[src/rtl/alu_seq_core_pkg.sv]
// Shared widths, opcode indices, FSM encoding and small helpers for the sequential signed ALU.
package alu_seq_core_pkg;

  localparam int W_IN  = 8;
  localparam int W_OUT = 16;
  localparam int W_ACC = 24;
  localparam int W_OP  = 5;

  localparam int OP_ADD = 0;
  localparam int OP_SUB = 1;
  localparam int OP_MUL = 2;
  localparam int OP_DIV = 3;
  localparam int OP_EXP = 4;

  // Largest result magnitudes representable in 16-bit signed, per result sign.
  localparam logic [W_ACC-1:0] R16_MAX_MAG = 24'd32767;
  localparam logic [W_ACC-1:0] R16_MIN_MAG = 24'd32768;

  typedef enum logic [2:0] {
    ST_IDLE = 3'd0,
    ST_LOAD = 3'd1,
    ST_ITER = 3'd2,
    ST_FIX  = 3'd3,
    ST_FIN  = 3'd4
  } state_t;

  function automatic logic is_onehot(input logic [W_OP-1:0] op);
    return (op != '0) && ((op & (op - W_OP'(1))) == '0);
  endfunction

  // Magnitude of a signed operand; -128 maps to unsigned 128.
  function automatic logic [W_IN-1:0] mag(input logic signed [W_IN-1:0] v);
    return v[W_IN-1] ? W_IN'(-v) : v;
  endfunction

endpackage

[src/rtl/alu_seq_core_mulstep.sv]
// One unsigned shift-add multiply step with a 16-bit signed range check on the running sum.
module alu_seq_core_mulstep
  import alu_seq_core_pkg::*;
(
  input  logic [W_ACC-1:0] acc_i,
  input  logic [W_ACC-1:0] mcand_i,
  input  logic             bit_i,
  input  logic             neg_i,
  output logic [W_ACC-1:0] sum_o,
  output logic             ovf_o
);

  always_comb begin
    sum_o = bit_i ? (acc_i + mcand_i) : acc_i;
    // Magnitudes only grow step to step, so an early trip here is final.
    ovf_o = neg_i ? (sum_o > R16_MIN_MAG) : (sum_o > R16_MAX_MAG);
  end

endmodule

[src/rtl/alu_seq_core.sv]
// Sequential signed ALU: ADD/SUB in one pass, MUL/EXP via shared shift-add step, DIV by restoring
// division. Handshake: START is taken when BUSY=0; DONE pulses for one cycle when R/OVF update.
module alu_seq_core
  import alu_seq_core_pkg::*;
(
  input  logic                    CLK,
  input  logic                    RST,
  input  logic                    START,
  input  logic signed [W_IN-1:0]  K,
  input  logic signed [W_IN-1:0]  M,
  input  logic                    ADD,
  input  logic                    SUB,
  input  logic                    MUL,
  input  logic                    DIV,
  input  logic                    EXP,
  output logic                    BUSY,
  output logic                    DONE,
  output logic signed [W_OUT-1:0] R,
  output logic                    OVF,
  output logic [2:0]              state_o
);

  state_t                  state_q;
  logic [W_OP-1:0]         op_q;
  logic signed [W_IN-1:0]  k_q, m_q;
  logic [W_ACC-1:0]        acc_q, mcand_q;
  logic [W_IN-1:0]         mplier_q;
  logic [2:0]              step_q;
  logic [W_IN-2:0]         exp_cnt_q;
  logic                    neg_q;
  logic [W_IN-1:0]         rem_q, quot_q, dvsr_q;
  logic                    fix_direct_q, fix_ovf_q;
  logic [W_OUT-1:0]        fix_val_q;
  logic                    busy_q, done_q, ovf_q;
  logic [W_OUT-1:0]        r_q;

  logic [W_OP-1:0]  op_in;
  logic             prod_neg;
  logic [W_ACC-1:0] step_sum;
  logic             step_ovf;
  logic [W_IN:0]    rem_shift;
  logic             rem_ge;
  logic [W_IN-1:0]  rem_sub;
  logic [W_OUT-1:0] mag_res, fix_res;

  assign op_in    = {EXP, DIV, MUL, SUB, ADD};
  assign prod_neg = neg_q ^ k_q[W_IN-1];

  alu_seq_core_mulstep u_mulstep (
    .acc_i   (acc_q),
    .mcand_i (mcand_q),
    .bit_i   (mplier_q[0]),
    .neg_i   (prod_neg),
    .sum_o   (step_sum),
    .ovf_o   (step_ovf)
  );

  always_comb begin
    rem_shift = {rem_q, quot_q[W_IN-1]};
    rem_ge    = rem_shift >= {1'b0, dvsr_q};
    rem_sub   = rem_shift[W_IN-1:0] - dvsr_q;
    mag_res   = op_q[OP_DIV] ? {{(W_OUT-W_IN){1'b0}}, quot_q} : acc_q[W_OUT-1:0];
    fix_res   = neg_q ? (~mag_res + W_OUT'(1)) : mag_res;
  end

  always_ff @(posedge CLK) begin
    if (RST) begin
      state_q      <= ST_IDLE;
      op_q         <= '0;
      k_q          <= '0;
      m_q          <= '0;
      acc_q        <= '0;
      mcand_q      <= '0;
      mplier_q     <= '0;
      step_q       <= '0;
      exp_cnt_q    <= '0;
      neg_q        <= 1'b0;
      rem_q        <= '0;
      quot_q       <= '0;
      dvsr_q       <= '0;
      fix_direct_q <= 1'b0;
      fix_ovf_q    <= 1'b0;
      fix_val_q    <= '0;
      busy_q       <= 1'b0;
      done_q       <= 1'b0;
      ovf_q        <= 1'b0;
      r_q          <= '0;
    end else begin
      done_q <= 1'b0;
      case (state_q)
        ST_IDLE, ST_FIN: begin
          if (START) begin
            op_q    <= op_in;
            k_q     <= K;
            m_q     <= M;
            busy_q  <= 1'b1;
            state_q <= ST_LOAD;
          end else begin
            state_q <= ST_IDLE;
          end
        end

        ST_LOAD: begin
          // Default path is a direct result resolved here; iterative ops override below.
          fix_direct_q <= 1'b1;
          fix_ovf_q    <= 1'b0;
          fix_val_q    <= '0;
          step_q       <= '0;
          neg_q        <= k_q[W_IN-1] ^ m_q[W_IN-1];
          state_q      <= ST_FIX;
          if (!is_onehot(op_q)) begin
            fix_ovf_q <= 1'b1;
          end else if (op_q[OP_ADD]) begin
            fix_val_q <= {{(W_OUT-W_IN){k_q[W_IN-1]}}, k_q} + {{(W_OUT-W_IN){m_q[W_IN-1]}}, m_q};
          end else if (op_q[OP_SUB]) begin
            fix_val_q <= {{(W_OUT-W_IN){k_q[W_IN-1]}}, k_q} - {{(W_OUT-W_IN){m_q[W_IN-1]}}, m_q};
          end else if (op_q[OP_MUL]) begin
            fix_direct_q <= 1'b0;
            acc_q        <= '0;
            mcand_q      <= W_ACC'(mag(k_q));
            mplier_q     <= mag(m_q);
            state_q      <= ST_ITER;
          end else if (op_q[OP_DIV]) begin
            if (m_q == '0) begin
              fix_ovf_q <= 1'b1;
            end else begin
              fix_direct_q <= 1'b0;
              rem_q        <= '0;
              quot_q       <= mag(k_q);
              dvsr_q       <= mag(m_q);
              state_q      <= ST_ITER;
            end
          end else begin
            if (m_q == '0) begin
              fix_val_q <= W_OUT'(1);
            end else if (m_q[W_IN-1]) begin
              // Negative exponent: only |K|=1 yields a nonzero integer result.
              if (k_q == W_IN'(1))   fix_val_q <= W_OUT'(1);
              else if (k_q == '1)    fix_val_q <= m_q[0] ? '1 : W_OUT'(1);
              else if (k_q == '0)    fix_ovf_q <= 1'b1;
            end else begin
              fix_direct_q <= 1'b0;
              acc_q        <= '0;
              mcand_q      <= W_ACC'(1);
              mplier_q     <= mag(k_q);
              exp_cnt_q    <= m_q[W_IN-2:0];
              neg_q        <= 1'b0;
              state_q      <= ST_ITER;
            end
          end
        end

        ST_ITER: begin
          step_q <= step_q + 3'd1;
          if (op_q[OP_DIV]) begin
            rem_q  <= rem_ge ? rem_sub : rem_shift[W_IN-1:0];
            quot_q <= {quot_q[W_IN-2:0], rem_ge};
            if (step_q == 3'd7) state_q <= ST_FIX;
          end else if (op_q[OP_EXP] && step_ovf) begin
            fix_direct_q <= 1'b1;
            fix_ovf_q    <= 1'b1;
            fix_val_q    <= '0;
            state_q      <= ST_FIX;
          end else begin
            acc_q    <= step_sum;
            mcand_q  <= mcand_q << 1;
            mplier_q <= mplier_q >> 1;
            if (step_q == 3'd7) begin
              if (op_q[OP_MUL]) begin
                state_q <= ST_FIX;
              end else begin
                // One EXP factor done: product becomes the next multiplicand.
                neg_q <= prod_neg;
                if (exp_cnt_q == (W_IN-1)'(1)) begin
                  state_q <= ST_FIX;
                end else begin
                  acc_q     <= '0;
                  mcand_q   <= step_sum;
                  mplier_q  <= mag(k_q);
                  exp_cnt_q <= exp_cnt_q - (W_IN-1)'(1);
                end
              end
            end
          end
        end

        ST_FIX: begin
          r_q     <= fix_direct_q ? fix_val_q : fix_res;
          ovf_q   <= fix_direct_q & fix_ovf_q;
          done_q  <= 1'b1;
          busy_q  <= 1'b0;
          state_q <= ST_FIN;
        end

        default: state_q <= ST_IDLE;
      endcase
    end
  end

  assign BUSY    = busy_q;
  assign DONE    = done_q;
  assign R       = r_q;
  assign OVF     = ovf_q;
  assign state_o = state_q;

endmodule

[config.mk]
export PLATFORM = sky130hd
export DESIGN_NAME = alu_seq_core
export DESIGN_NICKNAME = d
export VERILOG_FILES = /design/src/rtl/alu_seq_core_pkg.sv /design/src/rtl/alu_seq_core_mulstep.sv /design/src/rtl/alu_seq_core.sv
export SDC_FILE = /design/constraint.sdc
export NUM_CORES = 1
export LEC_CHECK = 0
export BUFFER_PORTS_ARGS = -buffer_cell sky130_fd_sc_hd__buf_2
export CAP_MARGIN = 20
export CORE_MARGIN = 1.5
export CORE_UTILIZATION = 35
export CTS_BUF_LIST = sky130_fd_sc_hd__clkbuf_4 sky130_fd_sc_hd__clkbuf_8 sky130_fd_sc_hd__clkbuf_16
export CTS_CLUSTER_SIZE = 40
export DETAILED_ROUTE_END_ITERATION = 10
export GPL_TIMING_DRIVEN = 0
export PLACE_DENSITY = 0.48
export SKIP_LAST_GASP = 1
export SYNTH_ARGS = -nofsm -noshare
export SYNTH_HDL_FRONTEND = slang
export SYNTH_SLANG_ARGS = --single-unit
[constraint.sdc]
create_clock -name CLK -period 7.4 [get_ports CLK]
set_clock_uncertainty 0.05 [all_clocks]
set_input_delay 0.37 -clock CLK [delete_from_list [all_inputs] [get_ports CLK]]
set_output_delay 0.37 -clock CLK [all_outputs]
set_load 0.02 [all_outputs]
==> results of run 1 <==
-- worst max-delay path by stage --
stage | to | slack [ns] | cells past startpoint
floorplan | fix_val_q[14] | 3.95 | 14
global placement | exp_cnt_q[0] | 3.05 | 14
detailed placement | exp_cnt_q[0] | 3.11 | 14
CTS | exp_cnt_q[0] | 3.06 | 14
global route | exp_cnt_q[0] | 2.69 | 13
finish | exp_cnt_q[0] | 2.92 | 14
-- cell type report --
type | instances | share of cell area, %
multi-input combinational | 1081 | 58.4
sequential | 145 | 24.8
tap | 384 | 4.11
clock buffer | 20 | 3.99
buffer | 92 | 3.97
timing repair buffer | 45 | 1.92
inverter | 46 | 1.48
clock inverter | 11 | 1.30
-- Yosys cell counts, drive strengths merged, types with 6 or more instances --
cell type  count
clkbuf        63
dfxtp        145
a21oi        128
ha            57
a21o          22
a21boi         8
nand3         38
or3            8
buf           29
a211oi        39
o31ai          9
nand2b        13
o211a          6
o211ai        23
and3           6
o221ai         7
nor3          32
o21a           8
xor2          17
nand2        149
nand4         14
inv           44
or2            7
o21ai         84
xnor2         31
a22oi          8
mux2i         66
a31oi          9
o2111ai        9
a2bb2oi        8
nor2         194
-- stage by stage --
stage	setup slack (ns)	hold slack [ns]	instance area [sq um]	power, mW	utilization (%)
3_5_place_dp	3.11	0.396	11100	2.60	38.3
5_1_grt	2.69	0.123	11700	3.75	40.4
2_1_floorplan	3.95	0.387	10400	2.12	-
4_1_cts	3.06	0.106	11700	3.54	40.4
3_3_place_gp	3.05	0.394	11100	2.60	38.3
6_report	2.92	0.120	11700	3.54	40.4
-- critical path, stage by stage, from the launching register on --
cell and delay [ns]:
dfxtp_1 0.57, ha_1 0.30, buf_2 0.19, a21oi_1 0.21
o21ai_0 0.18, nor2_1 0.12, or3b_1 0.46, a31o_2 0.28
o21ai_0 0.51, a221oi_4 0.20, a31o_1 0.31, a22oi_2 0.27
buf_2 0.26, a21oi_1 0.08, o32ai_1 0.36
-- flip-flops by register name (all words and copies together) (netlist names), 3 cells and up --
signal / flops
R: 16
acc_q: 24
dvsr_q: 8
exp_cnt_q: 7
fix_val_q: 9
k_q: 8
m_q: 8
mcand_q: 24
mplier_q: 8
op_q: 5
quot_q: 8
rem_q: 8
state_o: 3
step_q: 3
-- power by group through the flow --
stage	sequential (mW)	combinational, mW	clock, mW
3_5_place_dp	0.980	1.62	0
6_report	0.966	1.64	0.933
5_1_grt	0.976	1.80	0.983
3_3_place_gp	0.978	1.62	0
4_1_cts	0.963	1.63	0.949
2_1_floorplan	0.961	1.15	0
-- logic make-up (layout without fill, tap and decap cells) --
| family | count (synthesis) | after routing | synth area share, % |
|---|---|---|---|
| xor+xnor | 48 | 48 | 4.05 |
| mux | 69 | 69 | 6.69 |
| simple gates | 494 | 494 | 21.5 |
| fa+ha+maj | 61 | 61 | 7.64 |
| buf+inv | 138 | 214 | 6.14 |
| flops | 145 | 145 | 28.0 |
| compound gates | 409 | 409 | 26.0 |
-- per-layer routing --
metal,vias up,GRT usage [%],wire (um)
li1,5018,-,-
met1,4841,35.6,18300
met2,326,38.8,16600
met3,48,3.15,1920
met4,0,8.33,857
met5,-,0,0
==> impl_metrics.env, run 1 <==
export IMPL_rsz0062_at_grt="no"
export IMPL_grt_pass1_vias=9865
export IMPL_status="complete, no violations"
export IMPL_cp_data_arrival_time_ns=4.74
export IMPL_grtUsageTotal_pct=25.0
export IMPL_worst_pin_slew_ns=1.06
export IMPL_crit_path_max_fanout=10
export IMPL_fmax_ghz=0.223
export IMPL_p_leak_nw=4.43
export IMPL_critPathKind="reg2reg"
export IMPL_hold_buffers=0
export IMPL_gp_congestion=0.873
export IMPL_ys_flop_type="dfxtp_1"
export IMPL_numCtsBuffers=17
export IMPL_row_count=62
export IMPL_hp_class="in2reg"
export IMPL_r2r_end="exp_cnt_q[0]"
export IMPL_ys_seq_area_share_pct=28.0
export IMPL_syn_inst=1364
export IMPL_p_comb_share_pct=46.4
export IMPL_period_minus_slack_ns=4.48
export IMPL_synth_seq_cells=145
export IMPL_placedCellCount=1793
export IMPL_hold_viol_final=0
export IMPL_gr_total_overflow=0
export IMPL_cts_tree="done"
export IMPL_r2r_start="acc_q[14]"
export IMPL_setup_violations=0
export IMPL_final_nets=1513
export IMPL_drcViolationCount=0
export IMPL_antenna_left=0
export IMPL_fill_cells=3093
export IMPL_ir_worst_vdd_mv=0.173
export IMPL_clkSinkCount=145
export IMPL_p_clk_share_pct=26.4
export IMPL_ys_warnings_count=0
export IMPL_synth_enable_flop_cells=0
export IMPL_antenna_found_initial=0
export IMPL_synth_nets=1449
export IMPL_num_vias=10233
export IMPL_switching_share_pct=43.5
export IMPL_async_flop_share_pct=0
export IMPL_drt_total_wl_mm=37.6
export IMPL_core_sq_mm=0.0289
export IMPL_synthTopCellsByArea="dfxtp_1 (28%), nor2_1 (7.0%), ha_1 (6.9%), mux2i_1 (6.4%), a21oi_1 (6.0%)"
export IMPL_multi_input_area_sq_mm=0.00684
export IMPL_clkTransAtPathRegs_ns=0.07
export IMPL_whs_endpoint="op_q[4]"
export IMPL_startpoint_type="flip-flop"
export IMPL_endpoint_kind="flip-flop"
export IMPL_drv_cap=0
export IMPL_final_common_cell="nor2_1"
export IMPL_clock_path_buffers=2
export IMPL_hold_start="EXP"
export IMPL_holdPathStages=3
export IMPL_h_tree_depth=4
export IMPL_drv_slew=0
export IMPL_port_buffers=45
export IMPL_synth_area_sq_mm=0.0104
export IMPL_r2r_slack_ns=2.92
export IMPL_syn_to_final_growth_pct=12.8
export IMPL_ios=46
export IMPL_post_synth_num_cell_types=85
export IMPL_seqPwrFrac_pct=27.3
export IMPL_die_x_um=175
export IMPL_cts_resized=0
export IMPL_clock_latency_ns=0.44
export IMPL_hpwl_mm=29.0
export IMPL_antenna_cells=0
export IMPL_drive_gt1_share_pct=9.10
export IMPL_initial_core_util_pct=35.9
export IMPL_period_share_pct=60.6
export IMPL_postSynthAreaPerCell_sq_um=7.61
export IMPL_power_density_mw_per_mm2=302
export IMPL_fin_setup_tns_ns=0
export IMPL_grt_max_degree=17
export IMPL_fp_dieArea_sq_mm=0.0307
export IMPL_max_slew_margin_pct=29.3
export IMPL_viasPerCell=5.61
export IMPL_synth_top_area_share_pct=28.0
export IMPL_root_buffer="clkbuf_16"
export IMPL_critPathLaunch="acc_q[14]"
export IMPL_worstPathRequired_ns=7.65
export IMPL_p_int_mw=2.00
export IMPL_yosys_area_top_type="dfxtp_1"
export IMPL_grt_pass1_wl_mm=58.7
export IMPL_layout_common_cells="nor2_1 (194), nand2_1 (147), dfxtp_1 (145)"
export IMPL_cts_setup_buffers=0
export IMPL_wire_per_inst_um=20.6
export IMPL_firstDrtPassIters=5
export IMPL_stdcell_count=1824
export IMPL_p_sw_mw=1.54
export IMPL_fp_dieH_um=175
export IMPL_first_iter_violations=732
export IMPL_area_sequential_sq_mm=0.00290
export IMPL_r2r_cells=14
No activity file was read; power rests on OpenSTA's default activity.
==> inputs of run 2 (changes only) <==
--- a/config.mk
+++ b/config.mk
@@ -13,7 +13,7 @@
 export CTS_CLUSTER_SIZE = 40
 export DETAILED_ROUTE_END_ITERATION = 10
 export GPL_TIMING_DRIVEN = 0
-export PLACE_DENSITY = 0.48
+export PLACE_DENSITY = 0.5
 export SKIP_LAST_GASP = 1
 export SYNTH_ARGS = -nofsm -noshare
 export SYNTH_HDL_FRONTEND = slang
==> constraint.sdc (replaced) <==
create_clock -name CLK -period 3.67 [get_ports CLK]
set_clock_uncertainty 0.05 [all_clocks]
set_input_delay 0.1835 -clock CLK [delete_from_list [all_inputs] [get_ports CLK]]
set_output_delay 0.1835 -clock CLK [all_outputs]
set_load 0.02 [all_outputs]
==> impl_metrics.env, run 2 (synthesis gave the netlist of run 1 again) <==
export IMPL_grt_max_degree=17
export IMPL_hold_ws_ns=0.204
export IMPL_antenna_cells=0
export IMPL_clkTransAtPathRegs_ns=0.07
export IMPL_power_mw=8.04
export IMPL_fp_dieArea_sq_mm=0.0307
export IMPL_grtUsageTotal_pct=24.9
export IMPL_grt_pass1_vias=9978
export IMPL_path_common_cell="buf_6"
export IMPL_violations="setup timing"
export IMPL_clock_path_buffers=2
export IMPL_hp_class="in2reg"
export IMPL_ios=46
export IMPL_row_count=62
export IMPL_gr_total_overflow=0
export IMPL_die_x_um=175
export IMPL_cpLargestDelayFamily="compound AO/OA/AOI/OAI gates"
export IMPL_setup_ws_ns=-0.0645
export IMPL_drv_cap=0
export IMPL_drv_slew=0
export IMPL_endpoint_kind="flip-flop"
export IMPL_antenna_found_initial=0
export IMPL_r2r_slack_ns=-0.06
export IMPL_final_common_cell="nor2_1"
export IMPL_crit_path_max_fanout=8
export IMPL_drcViolationCount=0
export IMPL_clock_latency_ns=0.44
export IMPL_fin_util_pct=44.4
export IMPL_worstPathRequired_ns=3.97
export IMPL_h_tree_depth=4
export IMPL_grt_pass1_wl_mm=59.1
export IMPL_cp_data_arrival_time_ns=4.03
export IMPL_fin_setup_tns_ns=-0.446
export IMPL_period_share_pct=102
export IMPL_initial_core_util_pct=35.9
export IMPL_root_buffer="clkbuf_16"
export IMPL_hold_viol_final=0
export IMPL_cts_tree="done"
export IMPL_antenna_left=0
export IMPL_hpwl_mm=28.7
export IMPL_viasPerCell=5.67
export IMPL_fill_cells=2982
export IMPL_wire_per_inst_um=20.7
export IMPL_drive_gt1_share_pct=17.3
export IMPL_setup_violations=22
export IMPL_fp_dieH_um=175
export IMPL_crit_buf_inv=2
export IMPL_path_cells="ha_4, o211ai_1, o21a_2, buf_6, nor4_4, nor2_2, a221o_1, and3_1, a31o_4, a31o_1, a22oi_2, buf_6, a21oi_1, o32ai_2"
export IMPL_layout_common_cells="nor2_1 (187), nand2_1 (145), dfxtp_1 (126)"
export IMPL_status="complete, but fails checks"
export IMPL_period_minus_slack_ns=3.73
export IMPL_critical_path_depth=14
export IMPL_clkSinkCount=145
export IMPL_r2r_cells=14
export IMPL_numCtsBuffers=17
export IMPL_max_slew_margin_pct=20.1
export IMPL_firstDrtPassIters=7
export IMPL_fmax_ghz=0.268
export IMPL_holdPathStages=4
export IMPL_power_density_mw_per_mm2=625
export IMPL_p_leak_nw=4.80
export IMPL_port_buffers=45
export IMPL_num_vias=10679
export IMPL_startpoint_type="flip-flop"
export IMPL_gp_congestion=0.879
export IMPL_dpl_instance_area_sq_mm=0.0111
export IMPL_stdcell_count=1882
export IMPL_syn_to_final_growth_pct=23.9
export IMPL_ir_worst_vdd_mv=0.469
export IMPL_cpMaxStageDelayCell="dfxtp_1"
export IMPL_place_ws_ns=-0.583
export IMPL_critPathKind="reg2reg"
export IMPL_cpPeakStageDelay_ns=0.39
export IMPL_core_sq_mm=0.0289
export IMPL_drt_total_wl_mm=39.0
export IMPL_rsz0062_at_grt="yes"
export IMPL_final_nets=1570
export IMPL_finish_instance_area_sq_mm=0.0129
export IMPL_first_iter_violations=919
export IMPL_placedCellCount=1793
export IMPL_worst_pin_slew_ns=1.19
[run 2: final cells by class]
cell class	instances	area [sq um]	area share (%)
sequential	145	2940	22.9
buffer	90	517	4.02
clock buffer	17	425	3.31
multi-input combinational	1082	7290	56.7
clock inverter	15	143	1.11
tap	384	480	3.74
timing repair buffer	103	882	6.86
inverter	46	173	1.34
[run 2: path summary, 6_finish.rpt]
check                                start           end
worst max register to register  mcand_q[5]  exp_cnt_q[0]
worst min-delay path                 START        m_q[7]
worst min register to register        R[0]          R[0]
worst max-delay path            mcand_q[5]  exp_cnt_q[0]
[run 2: power by group]
part | leakage (nW) | internal [mW] | switching, mW
Clock | 0.281 | 0.903 | 0.843
Sequential | 1.19 | 1.75 | 0.212
Combinational | 3.33 | 1.84 | 2.49
Total | 4.80 | 4.49 | 3.55
[run 2: worst reg2reg max path, delay by kind of cell (launching register included)]
kind / cells / cell delay (ns)
AO/OA/AOI/OAI: 8 / 1.86
adder cells (fa/ha/maj): 1 / 0.34
buffers and inverters: 2 / 0.30
flip-flops: 1 / 0.39
AND/OR/NAND/NOR: 3 / 0.70
[run 2: timing repair]
action	4_1_cts	5_1_grt
endpoints found under the hold margin	21	0
hold buffers	21	0
setup buffers	13	19
cloned	0	6
gates resized for setup	57	103
setup endpoints to repair	76	89
pin swaps	28	35
[run 2: layer usage]
layer	routed length, um	global-route usage [%]	vias to the layer above
met5	0	0	-
met4	954	7.59	0
met3	2130	2.94	71
met2	17500	39.2	352
met1	18500	35.5	5111
li1	-	-	5145
==> inputs of run 3 (changes only) <==
--- a/config.mk
+++ b/config.mk
@@ -5,15 +5,14 @@
 export SDC_FILE = /design/constraint.sdc
 export NUM_CORES = 1
 export LEC_CHECK = 0
-export BUFFER_PORTS_ARGS = -buffer_cell sky130_fd_sc_hd__buf_2
 export CAP_MARGIN = 20
 export CORE_MARGIN = 1.5
 export CORE_UTILIZATION = 35
 export CTS_BUF_LIST = sky130_fd_sc_hd__clkbuf_4 sky130_fd_sc_hd__clkbuf_8 sky130_fd_sc_hd__clkbuf_16
 export CTS_CLUSTER_SIZE = 40
 export DETAILED_ROUTE_END_ITERATION = 10
-export GPL_TIMING_DRIVEN = 0
-export PLACE_DENSITY = 0.5
+export DONT_BUFFER_PORTS = 1
+export PLACE_DENSITY = 0.49
 export SKIP_LAST_GASP = 1
 export SYNTH_ARGS = -nofsm -noshare
 export SYNTH_HDL_FRONTEND = slang
==> impl_metrics.env, run 3 (synthesis gave the netlist of run 1 again) <==
export IMPL_row_count=62
export IMPL_clkSinkCount=145
export IMPL_worstPathRequired_ns=3.96
export IMPL_antenna_left=0
export IMPL_place_ws_ns=-0.168
export IMPL_cts_tree="done"
export IMPL_finish_instance_area_sq_mm=0.0129
export IMPL_max_slew_margin_pct=29.1
export IMPL_hold_start="RST"
export IMPL_fp_dieArea_sq_mm=0.0307
export IMPL_firstDrtPassIters=7
export IMPL_hold_viol_final=61
export IMPL_cp_data_arrival_time_ns=3.91
export IMPL_worst_pin_slew_ns=1.06
export IMPL_p_sw_mw=3.06
export IMPL_r2r_start="mcand_q[1]"
export IMPL_cpPeakStageDelay_ns=0.57
export IMPL_grt_pass1_vias=10147
export IMPL_grtUsageTotal_pct=22.6
export IMPL_p_comb_share_pct=48.0
export IMPL_syn_to_final_growth_pct=23.9
export IMPL_r2r_cells=14
export IMPL_antenna_cells=0
export IMPL_fmax_ghz=0.276
export IMPL_endpoint_kind="flip-flop"
export IMPL_clock_path_buffers=2
export IMPL_critPathKind="reg2reg"
export IMPL_setup_violations=0
export IMPL_hold_ws_ns=-0.233
export IMPL_power_density_mw_per_mm2=582
export IMPL_status="complete, but fails checks"
export IMPL_hold_buffers=67
export IMPL_drt_total_wl_mm=34.2
export IMPL_h_tree_depth=4
export IMPL_switching_share_pct=40.9
export IMPL_holdPathStages=1
export IMPL_clkTransAtPathRegs_ns=0.07
export IMPL_grt_max_degree=131
export IMPL_crit_path_max_fanout=7
export IMPL_r2r_slack_ns=0.05
export IMPL_ir_worst_vdd_mv=0.419
export IMPL_p_leak_nw=5.06
export IMPL_final_common_cell="nor2_1"
export IMPL_first_iter_violations=750
export IMPL_p_clk_share_pct=25.3
export IMPL_core_sq_mm=0.0289
export IMPL_fp_dieH_um=175
export IMPL_whs_endpoint="acc_q[13]"
export IMPL_viasPerCell=5.51
export IMPL_final_nets=1554
export IMPL_layout_common_cells="nor2_1 (193), nand2_1 (147), dfxtp_1 (140)"
export IMPL_violations="hold timing"
export IMPL_cpMaxStageDelayCell="or4_4"
export IMPL_numCtsBuffers=17
export IMPL_drcViolationCount=0
export IMPL_gp_congestion=0.883
export IMPL_r2r_end="fix_val_q[3]"
export IMPL_rsz0062_at_grt="yes"
export IMPL_period_share_pct=98.6
export IMPL_port_buffers=0
export IMPL_drv_cap=0
export IMPL_grt_pass1_wl_mm=55.0
export IMPL_drive_gt1_share_pct=14.3
export IMPL_hpwl_mm=24.2
export IMPL_num_vias=10277
export IMPL_antenna_found_initial=0
export IMPL_root_buffer="clkbuf_16"
export IMPL_startpoint_type="flip-flop"
export IMPL_period_minus_slack_ns=3.62
export IMPL_hp_class="in2reg"
export IMPL_clock_latency_ns=0.44
export IMPL_dpl_instance_area_sq_mm=0.0112
export IMPL_gr_total_overflow=0
export IMPL_p_int_mw=4.43
export IMPL_initial_core_util_pct=35.9
export IMPL_wire_per_inst_um=18.3
export IMPL_die_x_um=175
export IMPL_power_mw=7.49
export IMPL_drv_slew=0
export IMPL_setup_ws_ns=0.0510
export IMPL_ios=46
export IMPL_path_cells="ha_1, a21o_1, nand4_1, a211oi_2, nor3_2, xnor2_1, or4_4, a221oi_4, buf_6, nand3_2, a31o_2, buf_12, mux2i_1, nor2_1"
export IMPL_seqPwrFrac_pct=26.7
## run 3: changes by cell type in the layout (fill, tap and decap cells not counted), sizes merged
cell,previous run,this run
buf,101,109
bufinv,0,3
clkbuf,88,21
clkinv,6,3
clkinvlp,1,4
dlygate4sd3,21,67
inv,54,49
nand2,150,149
## run 3: critical path, delay by kind of cell, from the launching register on
kind | cells | cell delay [ns]
AOI/OAI and AO/OA | 4 | 1.22
xor gates and xnor gates | 1 | 0.16
adders and majority gates | 1 | 0.29
buffers and inverters | 2 | 0.32
DFF | 1 | 0.36
muxes | 1 | 0.15
and+or+nand+nor | 5 | 0.97
## run 3: power by group through the flow
stage	combinational (mW)	sequential (mW)	clock, mW
4_1_cts	3.29	1.99	1.92
3_3_place_gp	3.02	2.03	0
3_5_place_dp	3.04	2.02	0
5_1_grt	3.91	2.03	2.00
2_1_floorplan	2.33	1.94	0
6_report	3.59	2.00	1.89
## run 3: worst max-delay path by stage
stage	from	endpoint	slack, ns	cells past startpoint
floorplan	acc_q[0]	fix_val_q[14]	0.22	14
global placement	acc_q[0]	acc_q[5]	-0.12	15
detailed placement	acc_q[0]	mcand_q[9]	-0.17	15
CTS	acc_q[0]	mcand_q[22]	0.01	15
global route	mcand_q[0]	fix_val_q[2]	-0.09	15
finish	mcand_q[1]	fix_val_q[3]	0.05	14
## run 3: area by class of cell
type	instances	area, sq um
Tap cell	384	480
Timing Repair Buffer	178	1640
Clock inverter	13	175
Multi-Input combinational cell	1081	7030
Sequential cell	145	2910
Fill cell	2957	16100
Inverter	46	173
Clock buffer	19	447
## run 3: metrics by stage
stage | instances | utilization, % | setup TNS [ns]
CTS | 1856 | 43.4 | 0
floorplan | 1364 | - | 0
global placement | 1754 | 38.6 | -3.22
global route | 1866 | 44.4 | -2.73
finish | 1866 | 44.4 | 0
detailed placement | 1754 | 38.6 | -6.76
## run 3: layer usage
metal  vias up  track usage, %  part of all wire, %
met2       217            36.9                   46
met5         -               0                    0
li1       5108               -                    -
met4         0            7.91                  2.2
met3        42            2.98                  3.6
met1      4910            30.4                   48
## run 3: what timing repair did
action | 4_1_cts | 5_1_grt
endpoints found under the hold margin | 129 | 61
endpoints found under the setup margin | 69 | 93
resized for setup | 12 | 49
setup buffers | 2 | 7
pin swaps | 3 | 18
gates cloned | 1 | 3
